**config.mk**
```make
export PLATFORM = sky130hd
export DESIGN_NAME = recovery_ctrl
export DESIGN_NICKNAME = d
export VERILOG_FILES = /design/src/rtl/recovery_ctrl_pkg.sv /design/src/rtl/recovery_ctrl.sv
export SDC_FILE = /design/constraint.sdc
export NUM_CORES = 1
export LEC_CHECK = 0
export ABC_AREA = 1
export BUFFER_PORTS_ARGS = -buffer_cell sky130_fd_sc_hd__buf_2
export CORE_ASPECT_RATIO = 1.1
export CORE_UTILIZATION = 52
export DETAILED_ROUTE_END_ITERATION = 8
export HOLD_SLACK_MARGIN = 0.08
export PLACE_DENSITY = 0.81
export SETUP_SLACK_MARGIN = 0.4
export SLEW_MARGIN = 20
export SYNTH_ARGS = -nofsm -noshare
export SYNTH_HDL_FRONTEND = slang
export SYNTH_SLANG_ARGS = --single-unit
```
**constraint.sdc**
```tcl
create_clock -name clock -period 2.26 [get_ports clock]
set_input_delay 0 -clock clock [delete_from_list [all_inputs] [get_ports clock]]
set_output_delay 0 -clock clock [all_outputs]
set_load 0.03 [all_outputs]
```
**src/rtl/recovery_ctrl_pkg.sv**
```systemverilog
// Shared types for branch-mispredict recovery: state encoding, address and index widths.
package recovery_ctrl_pkg;

  localparam int ARCH_REG_SZ = 32;
  localparam int ADDR_W      = 32;
  localparam int ROB_IDX_W   = 5;
  localparam int REG_IDX_W   = $clog2(ARCH_REG_SZ);

  typedef logic [ADDR_W-1:0]    addr_t;
  typedef logic [ROB_IDX_W-1:0] rob_idx_t;
  typedef logic [REG_IDX_W-1:0] reg_idx_t;

  typedef enum logic [2:0] {
    IDLE,
    FLUSH,
    RESTORE,
    REDIRECT,
    HALTED
  } recov_state_e;

  function automatic int ceil_div(input int num, input int den);
    return (num + den - 1) / den;
  endfunction

endpackage

```
**src/rtl/recovery_ctrl.sv**
```systemverilog
// Mispredict recovery sequencer: stall retire, flush, restore spec map from arch map
// in beats, then hand a redirect to fetch. A retired halt parks the block until reset.
module recovery_ctrl
  import recovery_ctrl_pkg::*;
#(
  parameter int ARCH_COUNT = ARCH_REG_SZ,
  parameter int RESTORE_W  = 4,
  parameter int CNT_W      = 32
) (
  input  logic                 clock,
  input  logic                 reset,
  input  logic                 rob_mispredict,
  input  rob_idx_t             mispred_rob_idx,
  input  addr_t                mispred_target,
  input  logic                 halt_commit,
  output logic                 retire_stall,
  output logic                 flush_o,
  output rob_idx_t             flush_rob_idx,
  output logic                 restore_en,
  output reg_idx_t             restore_base,
  output logic [RESTORE_W-1:0] restore_mask,
  output logic                 redirect_valid,
  output addr_t                redirect_pc,
  input  logic                 redirect_ready,
  output logic                 busy,
  output logic                 halted,
  output logic [CNT_W-1:0]     mispred_count
);

  localparam int NUM_BEATS = ceil_div(ARCH_COUNT, RESTORE_W);
  localparam int BEAT_W    = (NUM_BEATS > 1) ? $clog2(NUM_BEATS) : 1;
  localparam logic [BEAT_W-1:0] LAST_BEAT = BEAT_W'(NUM_BEATS - 1);

  recov_state_e      state_q, state_d;
  logic [BEAT_W-1:0] beat_q, beat_d;
  rob_idx_t          idx_q, idx_d;
  addr_t             target_q, target_d;
  logic [CNT_W-1:0]  count_q, count_d;
  logic [31:0]       beat_base;

  always_ff @(posedge clock or negedge reset) begin
    if (!reset) begin
      state_q  <= IDLE;
      beat_q   <= '0;
      idx_q    <= '0;
      target_q <= '0;
      count_q  <= '0;
    end else begin
      state_q  <= state_d;
      beat_q   <= beat_d;
      idx_q    <= idx_d;
      target_q <= target_d;
      count_q  <= count_d;
    end
  end

  always_comb begin
    state_d  = state_q;
    beat_d   = beat_q;
    idx_d    = idx_q;
    target_d = target_q;
    count_d  = count_q;
    unique case (state_q)
      IDLE: begin
        // A same-cycle halt is older than the branch, so the mispredict is dropped.
        if (halt_commit) begin
          state_d = HALTED;
        end else if (rob_mispredict) begin
          idx_d    = mispred_rob_idx;
          target_d = mispred_target;
          count_d  = (count_q == '1) ? count_q : count_q + CNT_W'(1);
          state_d  = FLUSH;
        end
      end
      FLUSH: begin
        beat_d  = '0;
        state_d = RESTORE;
      end
      RESTORE: begin
        if (beat_q == LAST_BEAT) begin
          beat_d  = '0;
          state_d = REDIRECT;
        end else begin
          beat_d = beat_q + BEAT_W'(1);
        end
      end
      REDIRECT: begin
        if (redirect_ready) state_d = IDLE;
      end
      HALTED:  state_d = HALTED;
      default: state_d = IDLE;
    endcase
  end

  // Outputs decode purely from registered state, so an async reset clears them at once.
  assign busy           = (state_q != IDLE);
  assign retire_stall   = busy;
  assign halted         = (state_q == HALTED);
  assign flush_o        = (state_q == FLUSH);
  assign flush_rob_idx  = flush_o ? idx_q : '0;
  assign restore_en     = (state_q == RESTORE);
  assign beat_base      = 32'(beat_q) * 32'(RESTORE_W);
  assign restore_base   = restore_en ? reg_idx_t'(beat_base) : '0;
  assign redirect_valid = (state_q == REDIRECT);
  assign redirect_pc    = redirect_valid ? target_q : '0;
  assign mispred_count  = count_q;

  // Lanes past ARCH_COUNT are masked off on a partial final beat.
  for (genvar gi = 0; gi < RESTORE_W; gi++) begin : g_lane
    assign restore_mask[gi] = restore_en && ((beat_base + 32'(gi)) < 32'(ARCH_COUNT));
  end

endmodule

```
==> parameters.txt <==
Parameter                              Value

Setup path
  Worst R2R Path Depth    7
  CP Cell Sequence    inv_1 > nor3_4 > buf_4 > clkinvlp_4 > buf_4 > nor2_1 > buf_4
  Start of the worst register-to-register path    state_q[0]$_DFFE_PN0P_
  Arrival time at the worst endpoint    1.85 ns
  Cell at the slowest stage of the critical path    sky130_fd_sc_hd__dfrtp_1
  Most used cell along the critical path    sky130_fd_sc_hd__buf_4
  Critical path data required time    2.26 ns
  Crit. End Element    output pin
  Crit Path Category    reg -> out
  Maximum net fanout on the critical path    13
  Startpoint class of the critical path    flip-flop
  Slowest Stage Delay on Critical Path    0.40 ns
  Slack of the worst reg-to-reg path    0.50 ns
  R2R Path End    target_q[19]$_DFFE_PN0P_

GRT
  Pin count of the biggest net entering global routing    85
  Vias in the first global route    roughly 4400
  Number of antenna violations at the first check in global routing    0
  GR Layer Usage met1    0.3575
  Met2 usage    0.5378
  Grt peak-use layer    met2
  Wire length of the first global-routing pass    19.91 mm
  Total routing resource utilization after global routing    0.3104
  Total global routing overflow    0
  Global-route track usage on met3    0.05832

STA
  Minimum period implied by the final worst setup slack    1.852 ns
  Final slew viol count    0
  Setup_tns    0 ns
  Unrepaired setup endpoints after global routing    true
  Final Skew    0.01241 ns
  Final critical-path share of the clock period    0.8193
  Final Hold Fails    0
  Highest clock frequency the design can meet    0.5401 GHz
  Transition time of the tightest slew-check pin    slightly above 0.6 ns
  Final setup violation count    0
  Worst slew slack as a fraction of its limit    0.5872

Min path
  Min-Delay Path Class    in -> async

Clock tree
  CTS Root Buffer Type    sky130_fd_sc_hd__clkbuf_8
  Worst skew pair latency    about 0.36 ns
  Number of sinks driven by the clock tree    75
  Clock-pin slew on the worst setup and hold paths    0.09 ns
  Total clock buffers created by CTS    9
  Maximum count of clock buffers along a single path    2
  Clock tree from TritonCTS    done
  Maximum level of the CTS H-tree    3

Power and ir drop
  Leak pwr    about 3.0 nW
  Worst IR Drop VDD    0.0006563 V
  Power density relative to cell area    872.2 nW/µm²

Detailed routing
  Number of design-rule violations left by the first detailed-router iteration    301
  Vias per inst    5.149
  Number of vias after detailed routing    4531
  Final WL    12.62 mm
  Final routed wire length divided by cell count    between 10 and 15 µm
  Post-detailed-route count of antenna-violating nets    0
  # DRC    0
  Number of detailed-routing iterations run before antenna repair    5

Cells and area
  Final Net Count    815
  Area growth from synthesis to final layout    35.17%
  Post-Layout Inst Area    5660 µm²
  Commonest non-fill, non-tap cell in the layout    sky130_fd_sc_hd__nand2_1
  Share of cells above drive strength 1    0.2335
  Most frequent cells in the layout    sky130_fd_sc_hd__nand2_1 (219), sky130_fd_sc_hd__buf_2 (119), sky130_fd_sc_hd__nor2_1 (91), sky130_fd_sc_hd__inv_1 (77), sky130_fd_sc_hd__dfrtp_1 (72)
  Antenna diode count    0

Logic synthesis
  Count of different cell masters after synthesis    26
  Area of the mapped netlist    around 4200 µm²
  Sequential share of the synthesized area    0.4482
  Number of warnings reported in the yosys synthesis log    0
  Per-instance average area after synthesis    7.003 µm²
  Cells after synthesis    598
  Synthesized flop and latch total    75

Run status
  Run status    finished, final reports clean

Placement
  Final HPWL DP    7.514 mm
  RePlAce Congestion    approximately 0.95
  Buffers added on ports    approximately 120
  Placement-stage cell area    4852 µm²

Die
  Initial core utilization    0.5482
  Die width    slightly below 90 µm
  Number of placement rows    33
  Die area    ~8400 µm²
  CORE AREA    7639 µm²
  Die Height    around 96 µm
  Top Ports    ~130

Run
  Max-Cap Viols    0
[worst max-delay path by stage]
stage / from / endpoint / slack (ns) / depth (start not counted)
2_1_floorplan: mispred_count[1]$_DFFE_PN0P_ / mispred_count[9]$_DFFE_PN0P_ / 0.44 / 11
3_3_place_gp: mispred_count[1]$_DFFE_PN0P_ / mispred_count[27]$_DFFE_PN0P_ / 0.48 / 10
3_5_place_dp: mispred_count[1]$_DFFE_PN0P_ / mispred_count[27]$_DFFE_PN0P_ / 0.37 / 10
4_1_cts: mispred_count[1]$_DFFE_PN0P_ / mispred_count[28]$_DFFE_PN0P_ / 0.43 / 10
5_1_grt: state_q[2]$_DFFE_PN0P_ / restore_base[4] / 0.35 / 6
6_report: state_q[1]$_DFFE_PN0P_ / redirect_pc[12] / 0.41 / 7
[layer usage]
layer  up-vias  wire length, µm
met4         0              528
li1       2140                -
met5         -                0
met3        49              936
met1      2099             4956
met2       243             6200
[Yosys cell counts]
library cell                 n  share of area
sky130_fd_sc_hd__nor3_4      1         0.0039
sky130_fd_sc_hd__nor2_4      3         0.0081
sky130_fd_sc_hd__nor2_2      1         0.0015
sky130_fd_sc_hd__xnor2_1     6          0.013
sky130_fd_sc_hd__xor2_1      8          0.017
sky130_fd_sc_hd__o211ai_1    1         0.0018
sky130_fd_sc_hd__o21ai_1     3         0.0036
sky130_fd_sc_hd__ha_1        3         0.0090
sky130_fd_sc_hd__nand4_1     7          0.010
sky130_fd_sc_hd__nand2_2     2         0.0030
sky130_fd_sc_hd__dfrtp_1    75           0.45
sky130_fd_sc_hd__nand2_1   219           0.20
sky130_fd_sc_hd__nand3_1    19          0.023
sky130_fd_sc_hd__o21ai_0    43          0.051
sky130_fd_sc_hd__clkbuf_1    4         0.0036
sky130_fd_sc_hd__conb_1      1        0.00090
sky130_fd_sc_hd__inv_4       1         0.0015
sky130_fd_sc_hd__inv_1      78          0.070
sky130_fd_sc_hd__nand3b_1    2         0.0036
sky130_fd_sc_hd__buf_4       9          0.016
sky130_fd_sc_hd__nor3_1      4         0.0048
sky130_fd_sc_hd__nor2_1     93          0.083
sky130_fd_sc_hd__buf_2       8         0.0096
sky130_fd_sc_hd__nand2_4     3         0.0081
sky130_fd_sc_hd__a31oi_1     1         0.0015
sky130_fd_sc_hd__buf_6       3         0.0081
[where the power goes]
part	leakage (nW)	internal [mW]	switching, mW
sequential	0.970	1.74	0.187
clock	0.109	0.620	0.529
combinational	1.91	0.596	1.26
[critical path, delay by kind of cell (launching register included)]
kind | cells | cell delay [ns]
buf+inv | 5 | 0.73
flops | 1 | 0.40
simple gates | 2 | 0.36
[cell type report]
cell class	count	area, µm²
Clock inverter	7	91.34
Clock buffer	9	123.9
Tap cell	105	131.4
Sequential cell	75	1881
Timing Repair inverter	1	7.507
Timing Repair Buffer	183	1226
Fill cell	560	1978
Inverter	79	302.8
Multi-Input combinational cell	421	1897
[registers in the layout, summed over array words and instances (netlist names)]
register / flops
mispred_count: 32
idx_q: 5
state_q: 3
target_q: 32
beat_q: 3
[kinds of logic (layout without fill, tap and decap cells)]
| kind of cell | count (synthesis) | in the layout | synth area share |
|---|---|---|---|
| xor gates and xnor gates | 14 | 14 | 0.02928 |
| DFF | 75 | 75 | 0.4482 |
| AOI/OAI and AO/OA | 48 | 48 | 0.05826 |
| and+or+nand+nor | 354 | 354 | 0.3457 |
| adders and majority gates | 3 | 3 | 0.008964 |
| other | 1 | 2 | 0.0008955 |
| buffers and inverters | 103 | 279 | 0.1088 |
[what timing repair did]
| item | CTS | global route |
|---|---|---|
| hold endpoints to repair | 66 | 0 |
| gates resized for setup | 5 | 13 |
| setup buffers | 5 | 10 |
| endpoints found under the setup margin | 56 | 63 |
| hold buffers | 40 | 0 |
| cloned | 1 | 1 |
| pin swaps | 1 | 2 |
[metrics by stage]
| stage | setup WS [ns] | total power [mW] | util | std cells | hold slack (ns) |
|---|---|---|---|---|---|
| after floorplan | 0.4381 | 3.082 | - | 599 | -0.2956 |
| final | 0.4085 | 4.937 | 0.7410 | 880 | 0.1839 |
| after global placement | 0.4761 | 3.392 | 0.6352 | 807 | 0.04380 |
| after global routing | 0.3544 | 5.204 | 0.7410 | 880 | 0.2285 |
| after CTS | 0.4265 | 4.724 | 0.7247 | 869 | 0.1384 |
| after detailed placement | 0.3662 | 3.477 | 0.6352 | 807 | 0.05632 |
Note: power is estimated with default switching activity, not from simulation.
